## config.mk

```make
export PLATFORM = sky130hd
export DESIGN_NAME = reg_display_writer
export DESIGN_NICKNAME = d
export VERILOG_FILES = /design/src/rtl/reg_display_writer.sv
export SDC_FILE = /design/constraint.sdc
export NUM_CORES = 1
export LEC_CHECK = 0
export BUFFER_PORTS_ARGS = -buffer_cell sky130_fd_sc_hd__buf_2
export CAP_MARGIN = 20
export CELL_PAD_IN_SITES_DETAIL_PLACEMENT = 0
export CELL_PAD_IN_SITES_GLOBAL_PLACEMENT = 1
export CORE_AREA = 5 5 192 194
export DETAILED_ROUTE_END_ITERATION = 8
export DIE_AREA = 0 0 197 199
export MAX_ROUTING_LAYER = met4
export PLACE_DENSITY = 0.83
export SKIP_LAST_GASP = 1
export SYNTH_ARGS = -nofsm -noshare
export SYNTH_HDL_FRONTEND = slang
export SYNTH_SLANG_ARGS = --single-unit
```

## constraint.sdc

```tcl
create_clock -name clk -period 5.5 [get_ports clk]
set_input_delay 0.275 -clock clk [delete_from_list [all_inputs] [get_ports clk]]
set_output_delay 0.275 -clock clk [all_outputs]
set_load 0.1 [all_outputs]
```

## src/rtl/reg_display_writer.sv

```systemverilog
// Renders a header, the instruction pointer and a bank of shadow registers as
// glyph requests to a letter writer, redrawing only strings marked dirty.
module reg_display_writer #(
  parameter int NUM_REGS     = 16,
  parameter int REG_WIDTH    = 16,
  parameter int IP_WIDTH     = 8,
  parameter int ROWS_PER_COL = 8,
  parameter int COL_X        = 450,
  parameter int ROW_Y        = 340,
  parameter int CHAR_W       = 7,
  parameter int ROW_H        = 12,
  parameter int COL_PITCH    = 80
) (
  input  logic                 clk,
  input  logic                 rst_n,
  input  logic                 wr_en,
  input  logic [3:0]           wr_idx,
  input  logic [REG_WIDTH-1:0] wr_data,
  input  logic [IP_WIDTH-1:0]  instr_ptr,
  input  logic                 force_redraw,
  output logic                 let_req,
  output logic [5:0]           let_code,
  output logic [9:0]           let_x,
  output logic [9:0]           let_y,
  input  logic                 let_ack,
  output logic                 busy
);

  localparam int NSTR   = NUM_REGS + 2;
  localparam int SEL_W  = $clog2(NSTR);
  localparam int SNAP_W = (REG_WIDTH > IP_WIDTH) ? REG_WIDTH : IP_WIDTH;
  localparam int GI_W   = 8;

  localparam logic [5:0] AN_E   = 6'd14;
  localparam logic [5:0] AN_G   = 6'd16;
  localparam logic [5:0] AN_I   = 6'd18;
  localparam logic [5:0] AN_P   = 6'd25;
  localparam logic [5:0] AN_R   = 6'd27;
  localparam logic [5:0] AN_S   = 6'd28;
  localparam logic [5:0] AN_T   = 6'd29;
  localparam logic [5:0] AN_DOT = 6'd36;
  localparam logic [5:0] AN_SP  = 6'd37;

  typedef enum logic [2:0] {IDLE, SCAN, LOAD, REQ, NEXT} state_t;

  state_t               state_q, state_d;
  logic [NSTR-1:0]      dirty_q, dirty_d;
  logic [SEL_W-1:0]     sel_q, sel_d;
  logic [GI_W-1:0]      gidx_q, gidx_d;
  logic [SNAP_W-1:0]    snap_q, snap_d;
  logic [IP_WIDTH-1:0]  last_ip_q, last_ip_d;
  logic [REG_WIDTH-1:0] regs_q [NUM_REGS];
  logic [REG_WIDTH-1:0] regs_d [NUM_REGS];

  logic       any_dirty;
  logic       last_glyph;
  logic [5:0] code;
  logic [3:0] nib;
  int         gi, ndig, len_i, k_i, col_i, row_i;

  assign any_dirty = |dirty_q;

  // Shadow registers, dirty tracking and string snapshot.
  always_comb begin
    regs_d    = regs_q;
    dirty_d   = dirty_q;
    snap_d    = snap_q;
    last_ip_d = last_ip_q;
    if (state_q == LOAD) begin
      dirty_d[sel_q] = 1'b0;
      snap_d         = '0;
      if (sel_q == SEL_W'(1)) begin
        snap_d[IP_WIDTH-1:0] = instr_ptr;
        last_ip_d            = instr_ptr;
      end
      for (int k = 0; k < NUM_REGS; k++) begin
        if (sel_q == SEL_W'(k + 2)) snap_d[REG_WIDTH-1:0] = regs_q[k];
      end
    end
    for (int k = 0; k < NUM_REGS; k++) begin
      if (wr_en && (wr_idx == 4'(k))) begin
        regs_d[k]      = wr_data;
        dirty_d[k + 2] = 1'b1;
      end
    end
    // The IP being snapshotted this cycle is already what gets drawn.
    if ((instr_ptr != last_ip_q) && !((state_q == LOAD) && (sel_q == SEL_W'(1))))
      dirty_d[1] = 1'b1;
    if (force_redraw) dirty_d = '1;
  end

  // Glyph code and placement for the current string position.
  always_comb begin
    gi    = int'(gidx_q);
    code  = AN_DOT;
    nib   = 4'd0;
    ndig  = 0;
    len_i = 10;
    k_i   = 0;
    col_i = 0;
    row_i = 0;
    if (sel_q == '0) begin
      case (gi)
        0:       code = AN_R;
        1:       code = AN_E;
        2:       code = AN_G;
        3:       code = AN_I;
        4:       code = AN_S;
        5:       code = AN_T;
        6:       code = AN_E;
        7:       code = AN_R;
        8:       code = AN_S;
        default: code = AN_DOT;
      endcase
    end else begin
      if (sel_q == SEL_W'(1)) begin
        ndig  = IP_WIDTH / 4;
        col_i = 1;
      end else begin
        k_i   = int'(sel_q) - 2;
        ndig  = REG_WIDTH / 4;
        col_i = k_i / ROWS_PER_COL;
        row_i = 1 + (k_i % ROWS_PER_COL);
      end
      len_i = 4 + ndig;
      if (gi >= 4 && gi < len_i) nib = 4'(snap_q >> (4 * (len_i - 1 - gi)));
      case (gi)
        0:       code = (sel_q == SEL_W'(1)) ? AN_I : AN_R;
        1:       code = (sel_q == SEL_W'(1)) ? AN_P : 6'(k_i);
        2:       code = AN_DOT;
        3:       code = AN_SP;
        default: code = {2'b00, nib};
      endcase
    end
    last_glyph = (gi + 1 >= len_i);
    let_req  = (state_q == REQ);
    busy     = (state_q == LOAD) || (state_q == REQ) || (state_q == NEXT);
    let_code = '0;
    let_x    = '0;
    let_y    = '0;
    if (state_q == REQ) begin
      let_code = code;
      let_x    = 10'(COL_X + col_i * COL_PITCH + gi * CHAR_W);
      let_y    = 10'(ROW_Y + row_i * ROW_H);
    end
  end

  // Sequencer.
  always_comb begin
    state_d = state_q;
    sel_d   = sel_q;
    gidx_d  = gidx_q;
    case (state_q)
      IDLE: if (any_dirty) state_d = SCAN;
      SCAN: begin
        for (int i = NSTR - 1; i >= 0; i--) begin
          if (dirty_q[i]) sel_d = SEL_W'(i);
        end
        state_d = any_dirty ? LOAD : IDLE;
      end
      LOAD: begin
        gidx_d  = '0;
        state_d = REQ;
      end
      REQ:  if (let_ack) state_d = NEXT;
      NEXT: begin
        gidx_d = gidx_q + 1'b1;
        if (last_glyph) state_d = any_dirty ? SCAN : IDLE;
        else            state_d = REQ;
      end
      default: state_d = IDLE;
    endcase
  end

  always_ff @(posedge clk or negedge rst_n) begin
    if (!rst_n) begin
      state_q   <= IDLE;
      dirty_q   <= '1;
      sel_q     <= '0;
      gidx_q    <= '0;
      snap_q    <= '0;
      last_ip_q <= '0;
      for (int k = 0; k < NUM_REGS; k++) regs_q[k] <= '0;
    end else begin
      state_q   <= state_d;
      dirty_q   <= dirty_d;
      sel_q     <= sel_d;
      gidx_q    <= gidx_d;
      snap_q    <= snap_d;
      last_ip_q <= last_ip_d;
      regs_q    <= regs_d;
    end
  end

endmodule

```

==> metrics.md <==
| Metric | Value |
|---|---|
| Initial antenna violation count | 1 |
| Seq pwr share | 32.5% |
| Skew-Pair Late Insertion Delay | 0.51 ns |
| Core area | 35100 um2 |
| Clock Tree Buf Depth | 3 |
| Slew at the pin closest to its max-slew limit | 1.14 ns |
| CTS clk-pin slew, worst paths | 0.05 ns |
| Top delay family on crit path | adder cells |
| Arrival @ worst endpoint | 4.97 ns |
| CP Capture Type | output pin |
| Relative slew slack | 23.6% |
| Area Growth Syn to Fin | 12.6% |
| Worst Path Required | 5.22 ns |
| Area share of the largest cell type after synthesis | 42.4% |
| Post-DP HPWL | 35000 um |
| Synth Cell Area | 17500 um2 |
| Syn_area_per_cell | 10.8 um2 |
| Net Sw Power | 3900 uW |
| CP max-delay cell | fa_1 |
| Mux cell area share after synthesis | 17.5% |
| Largest family of logic cells by synthesized area | multiplexers |
| Xor and xnor fraction of the mapped netlist area | 1.35% |
| CP startpoint kind | flop |
| Nets | 1754 |
| Pin count of the biggest net entering global routing | 170 |
| Total CTS buffers | 36 |
| Vias in the first global route | 13344 |
| Final antenna-violating net count | 0 |
| Global-route wire length before repair | 79400 um |
| Pwr dens | 501 nW/um2 |
| Post-layout util | 56.1% |
| Die Width | 197 um |
| Post-synthesis simple-gate area fraction | 12.5% |
| Commonest non-fill, non-tap cell in the layout | dfrtp_1 |
| DR iter-0 viols | 1239 |
| Post-route DRC | 0 |
| Ys async rst share | 100% |
| Sink Count | 314 |
| Compound-Gate Fraction of Synth Area | 13.1% |
| Routability cong. | 0.906 |
| Total GRT Usage | 26.8% |
| I/O pin cnt | 61 |
| Placed Cells | 2058 |
| Largest area contributor in the netlist | dfrtp_1 |
| Pins over their slew limit | 0 |
| Yosys warns | 0 |
| CTS H-tree depth | 2 |
| Tcrit/Tclk final | 95.4% |
| Part of the power in combinational logic | 42.7% |
| Clock power frac | 24.9% |
| Layout cells sized above 1 | 28.9% |
| Die area | 39200 um2 |
| Post-synth top flop | dfrtp_1 |
| Tightest Hold Check Type | in -> reg |
| Non-Filler Instances | 2132 |
| WL/cell | 24.0 um |
| Worst-path cell chain | inv_2 -> ha_1 -> or3b_4 -> a21oi_4 -> ha_2 -> ha_1 -> inv_1 -> ha_1 -> nor2_2 -> ha_1 -> ha_1 -> inv_1 -> fa_1 -> fa_1 -> inv_1 -> ha_1 -> o21ai_1 -> a21oi_1 -> nor3b_2 -> buf_12 |
| Leak pwr | 0.00842 uW |
| Gate count after technology mapping | 1613 |
| Final hold vios | 0 |
| Post-synth EDFFs | 0 |
| Cell-internal power | 5950 uW |
| Area share of fa/ha/maj cells after synthesis | 6.31% |
| Final Setup Violations | 0 |
| Reg2reg end | snap_q[3] |
| Hold path endpoint | last_ip_q[5] |
| Post-synthesis sequential area ratio | 45.1% |
| Net Sw Frac | 39.6% |
| WL final | 51200 um |
| Most frequent cells in the layout | 294 x dfrtp_1, 261 x mux2_2, 105 x nor2_1 |
| Total congestion overflow | 0 |
| Worst path bufs/invs | 5 |
| Area contributors post-synth | dfrtp_1 42%, mux2_2 17%, ha_1 4.6% |
| Worst hold start | instr_ptr[5] |
| Max-cap viol count | 0 |
| Clock Skew | 0.0121 ns |
| Reg-to-reg critical path startpoint | sel_q[0] |
| Kind of critical path | reg -> out |
| Clk root buf | clkbuf_16 |
| Vias/cell | 6.24 |
| Hold Path Cell Cnt | 2 |
| Fin crit period | 5.25 ns |
| Crit path largest cell delay | 0.50 ns |
| Distinct cells, synth | 89 |
| Max Clk Rate | 191 MHz |
| DIE HEIGHT | 199 um |
| FF+latch count, synth | 314 |
| # rows | 69 |
| Starting density of the core | 49.8% |
| PortBufs | 58 |
| Outcome | finished clean |
| R2R Setup Slk | 1.72 ns |
| Most common cell on crit path | ha_1 |
| R2R depth | 8 |
| Vias | 13299 |
| Crit-path max FO | 7 |
| Initial DRT Pass Iterations | 6 |
| Peak VDD IR | 0.00102 V |
| CTS tree | done |
## worst max path at each step
stage / from / to / cells after the start / slack (ns)
6_report: sel_q[1] / let_x[9] / 20 / 0.25
5_1_grt: sel_q[1] / let_x[9] / 19 / -0.02
4_1_cts: sel_q[1] / let_x[9] / 20 / 0.008
3_5_place_dp: sel_q[1] / let_x[9] / 20 / 0.54
3_3_place_gp: sel_q[1] / let_x[9] / 20 / 0.66
2_1_floorplan: sel_q[2] / let_x[9] / 22 / -0.31
## state kept, by name, summed over array words and instances (netlist names)
name,flops
last_ip_q,8
snap_q,16
state_q,3
regs_q,256
dirty_q,18
sel_q,5
gidx_q,8
## timing repair
| action | CTS | global route |
|---|---|---|
| setup endpoints to repair | 0 | 6 |
| hold buffers | 2 | 0 |
| gates resized for setup | 0 | 14 |
| buffers inserted | 0 | 4 |
| hold endpoints to repair | 73 | 0 |
## cell families (layout without fill, tap and decap cells)
| logic type | Yosys count | after routing |
|---|---|---|
| simple gates | 411 | 411 |
| compound gates | 342 | 342 |
| mux | 268 | 268 |
| other cells | 1 | 5 |
| fa+ha+maj | 79 | 79 |
| xor+xnor | 27 | 27 |
| buf+inv | 171 | 225 |
| flops | 314 | 314 |
## layer usage
layer,up-vias,routed length [um],global-route usage [%]
met1,6813,21300,34.7
met5,-,0,-
met2,479,24900,44.2
met4,0,1740,8.81
met3,99,3220,3.17
li1,5908,-,-
## cell type report
| cell class | count | area, um2 |
|---|---|---|
| fillers | 3015 | 15400 |
| multi-input cells | 1129 | 8940 |
| flip-flops and latches | 314 | 7880 |
| clock buffers | 51 | 1040 |
| repair buffers | 99 | 802 |
| well taps | 461 | 577 |
| inverters | 62 | 238 |
| clock inverters | 13 | 170 |
| diodes | 3 | 7.51 |
## cells in the mapped netlist (8+ instances only)
master and number:
a211oi_1 9, a21o_1 9, a21oi_1 61, a221oi_1 25
a22oi_1 22, a311oi_1 8, a31oi_1 11, and2_1 8
and3_1 12, buf_2 8, clkbuf_1 81, dfrtp_1 296
dfstp_2 18, fa_1 15, ha_1 64, inv_1 61
mux2_2 261, nand2_1 98, nand2b_1 16, nand3_1 28
nand3b_1 16, nor2_1 108, nor2b_1 17, nor3_1 25
nor4_1 12, o211ai_1 10, o21ai_0 94, o221ai_1 10
o22ai_1 20, or3_1 17, xnor2_1 18, xor2_1 9
## power by group through the flow
stage          clock network [uW]  logic [uW]  registers, uW
5_1_grt                      2570        4550           3270
4_1_cts                      2480        4140           3190
6_report                     2450        4200           3200
3_5_place_dp                    0        4130           3230
3_3_place_gp                    0        4040           3200
2_1_floorplan                   0        3110           3100
## stage by stage
stage / TNS [ns] / hold WS, ns / area [um2] / setup slack [ns] / power (uW)
final: 0 / 0.0512 / 19700 / 0.252 / 9850
after global routing: -0.0172 / 0.0618 / 19700 / -0.0172 / 10400
after global placement: 0 / 0.307 / 18300 / 0.665 / 7230
after CTS: 0 / 0.0459 / 19600 / 0.00772 / 9810
after detailed placement: 0 / 0.306 / 18300 / 0.544 / 7350
after floorplan: -0.307 / -0.0206 / 17500 / -0.307 / 6210
(Power assumes the default switching activity.)
